<file path="config.mk">
export PLATFORM = sky130hd
export DESIGN_NAME = core_mem
export DESIGN_NICKNAME = d
export VERILOG_FILES = /design/src/rtl/core_mem_pkg.sv /design/src/rtl/core_mem_load_align.sv /design/src/rtl/core_mem.sv
export SDC_FILE = /design/constraint.sdc
export NUM_CORES = 1
export LEC_CHECK = 0
export BUFFER_PORTS_ARGS = -buffer_cell sky130_fd_sc_hd__buf_2
export CORE_AREA = 2 2 243 245
export CTS_BUF_LIST = sky130_fd_sc_hd__clkbuf_8
export DETAILED_ROUTE_END_ITERATION = 7
export DIE_AREA = 0 0 245 247
export GPL_TIMING_DRIVEN = 0
export SLEW_MARGIN = 40
export SYNTH_ARGS = -nofsm -noshare
export SYNTH_HDL_FRONTEND = slang
export SYNTH_SLANG_ARGS = --single-unit
</file>
<file path="constraint.sdc">
create_clock -name clock -period 15.9 [get_ports clock]
set_input_delay 4.77 -clock clock [delete_from_list [all_inputs] [get_ports clock]]
set_output_delay 4.77 -clock clock [all_outputs]
set_load 0.02 [all_outputs]
</file>
<file path="src/rtl/core_mem_pkg.sv">
// Shared types and helpers for the memory stage (core_mem).
// Holds the pipeline register layouts, the access-size and FSM state enums,
// and small per-size helpers for byte enables, alignment masks and store replication.
package core_mem_pkg;

    localparam int MEM_WORD_BYTES = 8;

    typedef enum logic [2:0] {
        NONE  = 3'd0,
        BYTE  = 3'd1,
        HALF  = 3'd2,
        WORD  = 3'd3,
        DWORD = 3'd4
    } mem_size_t;

    typedef enum logic {
        IDLE = 1'b0,
        BUSY = 1'b1
    } mem_state_t;

    // Execute-stage register: out carries the ALU result, which is the byte
    // address for loads and stores; store_data is the register value to store.
    typedef struct packed {
        logic [63:0] out;
        logic [63:0] store_data;
        mem_size_t   load_type;
        mem_size_t   store_type;
        logic        signed_byte;
        logic        signed_word;
        logic [4:0]  W_regnum;
        logic        write_enable;
        logic [63:0] pc4;
        logic        MFC0;
        logic        MTC0;
        logic        ERET;
        logic [2:0]  sel;
        logic        linkpc;
        logic        reserved_inst_E;
        logic        overflow;
    } EX_regs_t;

    typedef struct packed {
        logic [63:0] out;
        logic [4:0]  W_regnum;
        logic        write_enable;
        logic [63:0] pc4;
        logic        MFC0;
        logic        MTC0;
        logic        ERET;
        logic [2:0]  sel;
        logic        linkpc;
        logic        reserved_inst_E;
        logic        overflow;
        logic        addr_error;
    } MEM_regs_t;

    // Byte-enable pattern for an access of the given size at lane 0.
    function automatic logic [7:0] size_mask(mem_size_t s);
        case (s)
            BYTE:    return 8'h01;
            HALF:    return 8'h03;
            WORD:    return 8'h0F;
            DWORD:   return 8'hFF;
            default: return 8'h00;
        endcase
    endfunction

    // Address bits that must be zero for a naturally aligned access.
    function automatic logic [2:0] low_mask(mem_size_t s);
        case (s)
            HALF:    return 3'b001;
            WORD:    return 3'b011;
            DWORD:   return 3'b111;
            default: return 3'b000;
        endcase
    endfunction

    // Store data copied into every lane of the access size so the memory
    // only needs the byte enables to pick the right bytes.
    function automatic logic [63:0] replicate_store(mem_size_t s, logic [63:0] d);
        case (s)
            BYTE:    return {8{d[7:0]}};
            HALF:    return {4{d[15:0]}};
            WORD:    return {2{d[31:0]}};
            default: return d;
        endcase
    endfunction

    // Copy the fields that travel on to write-back, with a chosen result value.
    function automatic MEM_regs_t to_mem_regs(EX_regs_t e, logic [63:0] result, logic addrErr);
        MEM_regs_t m;
        m.out             = result;
        m.W_regnum        = e.W_regnum;
        m.write_enable    = e.write_enable;
        m.pc4             = e.pc4;
        m.MFC0            = e.MFC0;
        m.MTC0            = e.MTC0;
        m.ERET            = e.ERET;
        m.sel             = e.sel;
        m.linkpc          = e.linkpc;
        m.reserved_inst_E = e.reserved_inst_E;
        m.overflow        = e.overflow;
        m.addr_error      = addrErr;
        return m;
    endfunction

endpackage

</file>
<file path="src/rtl/core_mem_load_align.sv">
// Load data aligner for the memory stage.
// Shifts the addressed lane down to bit 0 and sign- or zero-extends it
// according to the access size and the signed_byte / signed_word controls.
module mem_load_align
    import core_mem_pkg::*;
(
    input  logic [63:0] i_rdata,
    input  logic [2:0]  i_lane,
    input  mem_size_t   i_size,
    input  logic        i_signedByte,
    input  logic        i_signedWord,
    output logic [63:0] o_value
);

    logic [63:0] w_shifted;

    assign w_shifted = i_rdata >> {i_lane, 3'b000};

    // Extend the shifted lane to 64 bits; byte and half share the byte sign control.
    always_comb begin
        o_value = w_shifted;
        case (i_size)
            BYTE:    o_value = i_signedByte ? {{56{w_shifted[7]}},  w_shifted[7:0]}
                                            : {56'b0, w_shifted[7:0]};
            HALF:    o_value = i_signedByte ? {{48{w_shifted[15]}}, w_shifted[15:0]}
                                            : {48'b0, w_shifted[15:0]};
            WORD:    o_value = i_signedWord ? {{32{w_shifted[31]}}, w_shifted[31:0]}
                                            : {32'b0, w_shifted[31:0]};
            default: o_value = w_shifted;
        endcase
    end

endmodule

</file>
<file path="src/rtl/core_mem.sv">
// Memory stage: takes EX_regs, issues at most one data-memory request per
// load/store over a req/ready handshake, stalls the front of the pipe while
// the request is outstanding, and produces MEM_regs / MEM_data.
// Optional feature: define MEM_ALIGN_CHECK_EN to reject misaligned accesses
// with addr_error instead of silently aligning the address.
module core_mem
    import core_mem_pkg::*;
#(
    parameter int ADDR_W = 64,
    parameter int DATA_W = 64
) (
    input  logic              clock,
    input  logic              reset,
    input  EX_regs_t          EX_regs,
    input  logic              flush,
    output logic              dmem_req,
    output logic              dmem_we,
    output logic [ADDR_W-1:0] dmem_addr,
    output logic [DATA_W-1:0] dmem_wdata,
    output logic [7:0]        dmem_be,
    input  logic [DATA_W-1:0] dmem_rdata,
    input  logic              dmem_ready,
    output logic              mem_stall,
    output logic [63:0]       MEM_data,
    output MEM_regs_t         MEM_regs
);

    mem_state_t  r_state;
    MEM_regs_t   r_memRegs;
    MEM_regs_t   r_hold;
    mem_size_t   r_holdLoad;
    logic        r_holdSignedByte;
    logic        r_holdSignedWord;
    logic        r_req;
    logic        r_we;
    logic [ADDR_W-1:0] r_addr;
    logic [DATA_W-1:0] r_wdata;
    logic [7:0]  r_be;

    logic        w_isMem;
    mem_size_t   w_size;
    logic        w_addrErr;
    logic [63:0] w_issueAddr;
    logic        w_accept;
    logic [63:0] w_loadValue;
    MEM_regs_t   w_retire;

    assign w_isMem = (EX_regs.load_type != NONE) || (EX_regs.store_type != NONE);
    assign w_size  = (EX_regs.load_type != NONE) ? EX_regs.load_type : EX_regs.store_type;

`ifdef MEM_ALIGN_CHECK_EN
    logic w_misaligned;
    assign w_misaligned = |(EX_regs.out[2:0] & low_mask(w_size));
    assign w_addrErr    = w_isMem && w_misaligned;
    assign w_issueAddr  = EX_regs.out;
`else
    assign w_addrErr    = 1'b0;
    assign w_issueAddr  = {EX_regs.out[63:3], EX_regs.out[2:0] & ~low_mask(w_size)};
`endif

    assign w_accept  = (r_state == IDLE) && w_isMem && !flush && !w_addrErr;
    assign mem_stall = w_accept || ((r_state == BUSY) && !dmem_ready);

    mem_load_align u_align (
        .i_rdata      (dmem_rdata[63:0]),
        .i_lane       (r_hold.out[2:0]),
        .i_size       (r_holdLoad),
        .i_signedByte (r_holdSignedByte),
        .i_signedWord (r_holdSignedWord),
        .o_value      (w_loadValue)
    );

    // Result presented on completion: aligned load data, or the address for stores.
    always_comb begin
        w_retire     = r_hold;
        w_retire.out = (r_holdLoad != NONE) ? w_loadValue : r_hold.out;
    end

    // Two-state request FSM; all dmem_* outputs and MEM_regs are registered here.
    always_ff @(posedge clock or posedge reset) begin
        if (reset) begin
            r_state          <= IDLE;
            r_memRegs        <= '0;
            r_hold           <= '0;
            r_holdLoad       <= NONE;
            r_holdSignedByte <= 1'b0;
            r_holdSignedWord <= 1'b0;
            r_req            <= 1'b0;
            r_we             <= 1'b0;
            r_addr           <= '0;
            r_wdata          <= '0;
            r_be             <= 8'h00;
        end else begin
            case (r_state)
                IDLE: begin
                    if (flush) begin
                        r_memRegs <= EX_regs.linkpc ? to_mem_regs(EX_regs, EX_regs.out, 1'b0) : '0;
                    end else if (w_accept) begin
                        r_hold           <= to_mem_regs(EX_regs, w_issueAddr, 1'b0);
                        r_holdLoad       <= EX_regs.load_type;
                        r_holdSignedByte <= EX_regs.signed_byte;
                        r_holdSignedWord <= EX_regs.signed_word;
                        r_req            <= 1'b1;
                        r_we             <= (EX_regs.store_type != NONE);
                        r_addr           <= w_issueAddr[ADDR_W-1:0];
                        r_wdata          <= replicate_store(w_size, EX_regs.store_data);
                        r_be             <= size_mask(w_size) << w_issueAddr[2:0];
                        r_memRegs        <= '0;
                        r_state          <= BUSY;
                    end else begin
                        r_memRegs <= to_mem_regs(EX_regs, EX_regs.out, w_addrErr);
                    end
                end
                BUSY: begin
                    if (dmem_ready) begin
                        r_req     <= 1'b0;
                        r_memRegs <= w_retire;
                        r_state   <= IDLE;
                    end
                end
                default: r_state <= IDLE;
            endcase
        end
    end

    assign dmem_req   = r_req;
    assign dmem_we    = r_we;
    assign dmem_addr  = r_addr;
    assign dmem_wdata = r_wdata;
    assign dmem_be    = r_be;
    assign MEM_regs   = r_memRegs;
    assign MEM_data   = r_memRegs.out;

endmodule

</file>
======== Yosys cells after proc, flatten, opt, wreduce, memory -nomap -nowiden ========
Cells that the tools add are included.
operators by class
  equal/unequal tests ..................... 10
  shifts and indexed selects .............. 2
  muxes and demuxes ....................... 25
  bitwise operators ....................... 4
  reductions and logical operators ........ 12
operators with widths
  operator                                                                count
  144-bit 2-to-1 mux                                                      4
  64-bit case mux with 3 select lines                                     2
  144-bit case mux with 2 select lines                                    1
  64-bit 2-to-1 mux                                                       4
  64-bit by 6-bit right shift with 64-bit output                          1
  8-bit case mux with 4 select lines                                      1
  8-bit 2-to-1 mux                                                        3
  3-bit by 2-bit equality test with 1-bit output (second input constant)  4
  3-bit case mux with 3 select lines                                      1
  3-bit nonzero test                                                      3
  8-bit by 3-bit << shifter with 8-bit output                             1
  3-bit by 1-bit equality test with 1-bit output (second input constant)  2
  1-bit 2-to-1 mux                                                        6
  2-bit inequality test (second input constant)                           3
  3-bit AND reduction                                                     2
  1-bit case mux with 2 select lines                                      2
  3-bit bitwise AND                                                       1
  3-bit equality test (second input constant)                             1
  1-bit logical AND                                                       3
  3-bit 2-to-1 mux                                                        1
  3-bit NOT                                                               1
  1-bit logical NOT                                                       2
  1-bit logical OR                                                        2
  1-bit NOT                                                               2
word-level totals
  bits in registers ....................... 367
  input bits .............................. 283
  output and inout port bits .............. 347
  word-level logic and storage cells ...... 84

======== Depth between registers and ports, before layout ========
  depth in word-level cells ............... 8
  gate-level depth with buffers ........... 9
  mapped depth without buffers ............ 5

======== Hierarchy ========
Synthesis repeated with hierarchy kept, for this count alone.
second synthesis, totals
  cells, all modules ...................... 2207
  area total of the unflattened synthesis .. 19386.1 µm²
by module, submodules not included
  module          instances  cells an instance  area an instance (µm²)  seq. area each (µm²)
  core_mem        1          1898               17175.2                 9158.8
  mem_load_align  1          309                2210.9                  0.0

======== Least setup slack after synthesis ========
Ideal clock, no wire load.
  path kind ............................... input to output
  start point ............................. input port EX_regs[86] (netlist name)
  end point ............................... output port mem_stall
  data arrival time ....................... 6.247 ns
  data required time ...................... 11.130 ns
  path slack .............................. 4.883 ns
  stages on the path ...................... 7
  buffers on the path ..................... 4
  path through ............................ clkbuf_1 -> or3_1 -> o21ai_1 -> buf_2 -> buf_2 -> buf_2 -> nand2_1
between the ends
  cells in the longest elaborated chain, start to end .. 5
RTL lines
  item                             line            RTL
  start: declaration               core_mem.sv:14  input EX_regs_t EX_regs,
  3-bit nonzero test               core_mem.sv:48  assign w_isMem = (EX_regs.load_type != NONE) || (EX_regs.store_type != NONE);
  1-bit logical OR                 core_mem.sv:48
  1-bit logical AND (2 in series)  core_mem.sv:61  assign w_accept = (r_state == IDLE) && w_isMem && !flush && !w_addrErr;
  1-bit logical OR                 core_mem.sv:62  assign mem_stall = w_accept || ((r_state == BUSY) && !dmem_ready);
  end: declaration                 core_mem.sv:23  output logic mem_stall,
Every way passes these cells.

======== Final worst setup path ========
Ends and elaborated chain as after synthesis.

==> impl_metrics.ini <==
[place]
hpwl_um = 71560
gp_congestion = 0.9290
post-place-ws_ns = 3.903
io_buffers = 625
placed_cell_area_um2 = 23550

[routing]
ant_nets = 0
viasPerCell = 5.257
first_pass_iters = 5
vias = 19788
drt-initial-drc-count = 1459
routed_wl_um = 91160
wl_per_cell_um = 24.22
drc = 0

[clocking]
cts_sinks = 366
insertion_delay_ns = 0.67
cts_inserted_buffers = 68
ctsResizeCount = 0
h-tree-depth = 3
cts_tree = done
cts.clk_slew.worst_paths_ns = 0.06
postCtsSetupBuffers = 0
clock_path_buffers = 3
cts_root_buf = clkbuf_8
postCtsHoldBufs = 0

[critical_path]
r2r_cells = 7
rr_endpoint = MEM_data[26]$_DFFE_PP0N_
critPathCaptureType = output port
critPathKind = in2out
crit_slowest_cell = or3_1
critPathMaxFanout = 10
arrival_ns = 7.21
cpPeakStageDelay_ns = 0.44
path_cells = buf_2 > clkbuf_1 > or3_1 > o21ai_1 > buf_2 > buf_2 > buf_2 > nand2_1 > buf_2
worst_path_most_repeated_cell = buf_2
crit_buf_inv = 6
r2r-start = dmem_addr[1]$_DFFE_PP0P_
rrSetupSlack_ns = 12.56
startpoint_type = input port
crit_family = buffers and inverters
cp.required_ns = 11.13

[min_path]
holdPathStages = 2
holdPathEnd = r_hold[40]$_DFFE_PP0P_
hp-start = r_hold[40]$_DFFE_PP0P_
min_path_type = reg2reg

[grt]
groute.usage.overall_pct = 29.55
grt_max_degree = 79
grt_pass1_vias = 19559
grt_pass1_wl_um = 130700
antenna_found_initial = 25
grt_overflow_total = 0

[power_and_ir_drop]
ir_worst_vdd_mv = 0.06442
p_comb_share_pct = 38.5
p_sw_w = 0.001477
p_leak_nw = 12.82
p_seq_share_pct = 35.8
p_int_w = 0.002111
powerDensity_nw_per_um2 = 143.9
swShare_pct = 41.17
finalPower_w = 0.003588
clockPowerShare_pct = 25.7

[logic_synthesis]
synth-seq-cells = 366
synth-main-ff-cell = dfrtp_1
synth_top_area_share_pct = 47.47
synthesis.area_um2 = 19290
yosysSeqAreaShare_pct = 47.47
synth_edf_count = 0
synth.most_common_cell = nand2_1
synthCells = 2228
yosys_warnings = 0
ys_types = 62
avgSynthCellArea_um2 = 8.659
ys_top_cells_by_count = 623 x nand2_1, 366 x dfrtp_1, 229 x nor2_1
synth_nets = 2511
synthTopCellsByArea = dfrtp_1 47%, nand2_1 12%, buf_4 5.2%
yosysTopAreaCell = dfrtp_1
async_flop_share_pct = 100.0

[sta]
fin_ws_ns = 3.920
tightest_slew_ns = 0.9434
post-route-period-util_pct = 75.35
fin_crit_ns = 11.98
finalSetupViolCount = 0
fin_skew_ns = 0.02514
fmax_mhz = 83.47
slew_headroom_pct = 36.53
rsz0062_at_grt = false
final_hold_viol_count = 0
slew_violations = 0

[die]
dieWidth_um = 245
core_um2 = 58240
rows = 89
ios = 630
start_util_pct = 33.13
die_area_um2 = 60520
die_h_um = 247

[run]
maxCapViolations = 0

[layout]
drive_gt1_share_pct = 32.94
nNetsFinal = 3212
fin_area_um2 = 24940
area_growth_pct = 29.26

[status]
outcome = complete, no violations
[per-layer routing]
layer / wire length, um / GRT usage, %
met5: 92 / 0
met1: 34280 / 34.04
met2: 45270 / 51.42
met3: 7501 / 7.261
met4: 4016 / 14.20
[how the worst max path moves through the flow]
stage | startpoint | to | depth (start not counted)
global placement | reset | MEM_data[49]$_DFFE_PP0N_ | 2
floorplan | reset | MEM_data[0]$_DFFE_PP0N_ | 1
finish | EX_regs[86] | mem_stall | 9
detailed placement | EX_regs[86] | mem_stall | 9
global route | EX_regs[86] | mem_stall | 9
CTS | EX_regs[86] | mem_stall | 9
[power by group through the flow]
stage | registers (W) | logic [W] | clock network, W
floorplan | 0.00140 | 0.000707 | 0
global placement | 0.00129 | 0.00136 | 0
detailed placement | 0.00130 | 0.00138 | 0
CTS | 0.00128 | 0.00138 | 0.000943
global route | 0.00131 | 0.00148 | 0.000983
finish | 0.00128 | 0.00138 | 0.000924
[cell families (layout without fill, tap and decap cells)]
group | Yosys count | after routing | share of synthesized area (%)
AO/OA/AOI/OAI | 531 | 531 | 17.59
XOR/XNOR | 2 | 2 | 0.09081
AND/OR/NAND/NOR | 944 | 944 | 19.62
multiplexers | 82 | 82 | 5.921
buffers and inverters | 302 | 1049 | 9.287
flip-flops | 366 | 366 | 47.47
other | 1 | 17 | 0.01944
[cell type report]
cell class	count	area, um2
Fill cell	5947	33300
Inverter	7	33.78
Clock buffer	82	1129
Sequential cell	366	9159
Tap cell	773	967.2
Buffer	295	1773
Antenna cell	16	40.04
Multi-Input combinational cell	1560	8353
Clock inverter	34	209.0
Timing Repair Buffer	631	3273
[stage by stage]
step	hold WS (ns)	setup TNS (ns)	cells	utilization, %
floorplan	0.4401	0	2228	-
global placement	0.4529	-1208.77	3626	40.16
detailed placement	0.4568	0	3631	40.43
CTS	0.4708	0	3747	42.73
global route	0.4880	0	3758	42.79
finish	0.4676	0	3764	42.82
[worst min-delay path, cell delays in order (launching register included)]
cell	delay (ns)
dfrtp_1	0.34
nand2_1	0.05
nand2_1	0.05
[state kept, by name (all words and copies together) (netlist names)]
| name | flops |
|---|---|
| MEM_data | 64 |
| dmem_be | 8 |
| dmem_wdata | 64 |
| r_hold | 79 |
| r_holdSignedByte | 1 |
| dmem_addr | 64 |
| r_holdSignedWord | 1 |
| r_holdLoad | 3 |
| dmem_req | 1 |
| r_state | 1 |
| dmem_we | 1 |
| MEM_regs | 79 |
[layout by cell type (no fill, tap or decap), drive strengths merged, types with 3 or more instances in the layout]
cell	n
a2111oi	13
a211oi	15
a21o	3
a21oi	194
a221o	13
a221oi	20
a22o	34
a22oi	31
a2bb2oi	12
a311oi	5
a31oi	5
and2	14
buf	824
clkbuf	184
clkinv	7
clkinvlp	4
dfrtp	366
diode	16
inv	29
mux2	17
mux2i	41
mux4	24
nand2	623
nand2b	6
nand3	8
nor2	229
nor2b	14
nor3	12
nor4	21
nor4b	3
o211ai	6
o21a	3
o21ai	151
o221ai	7
o2bb2ai	8
or3	3
(Power assumes the default switching activity.)
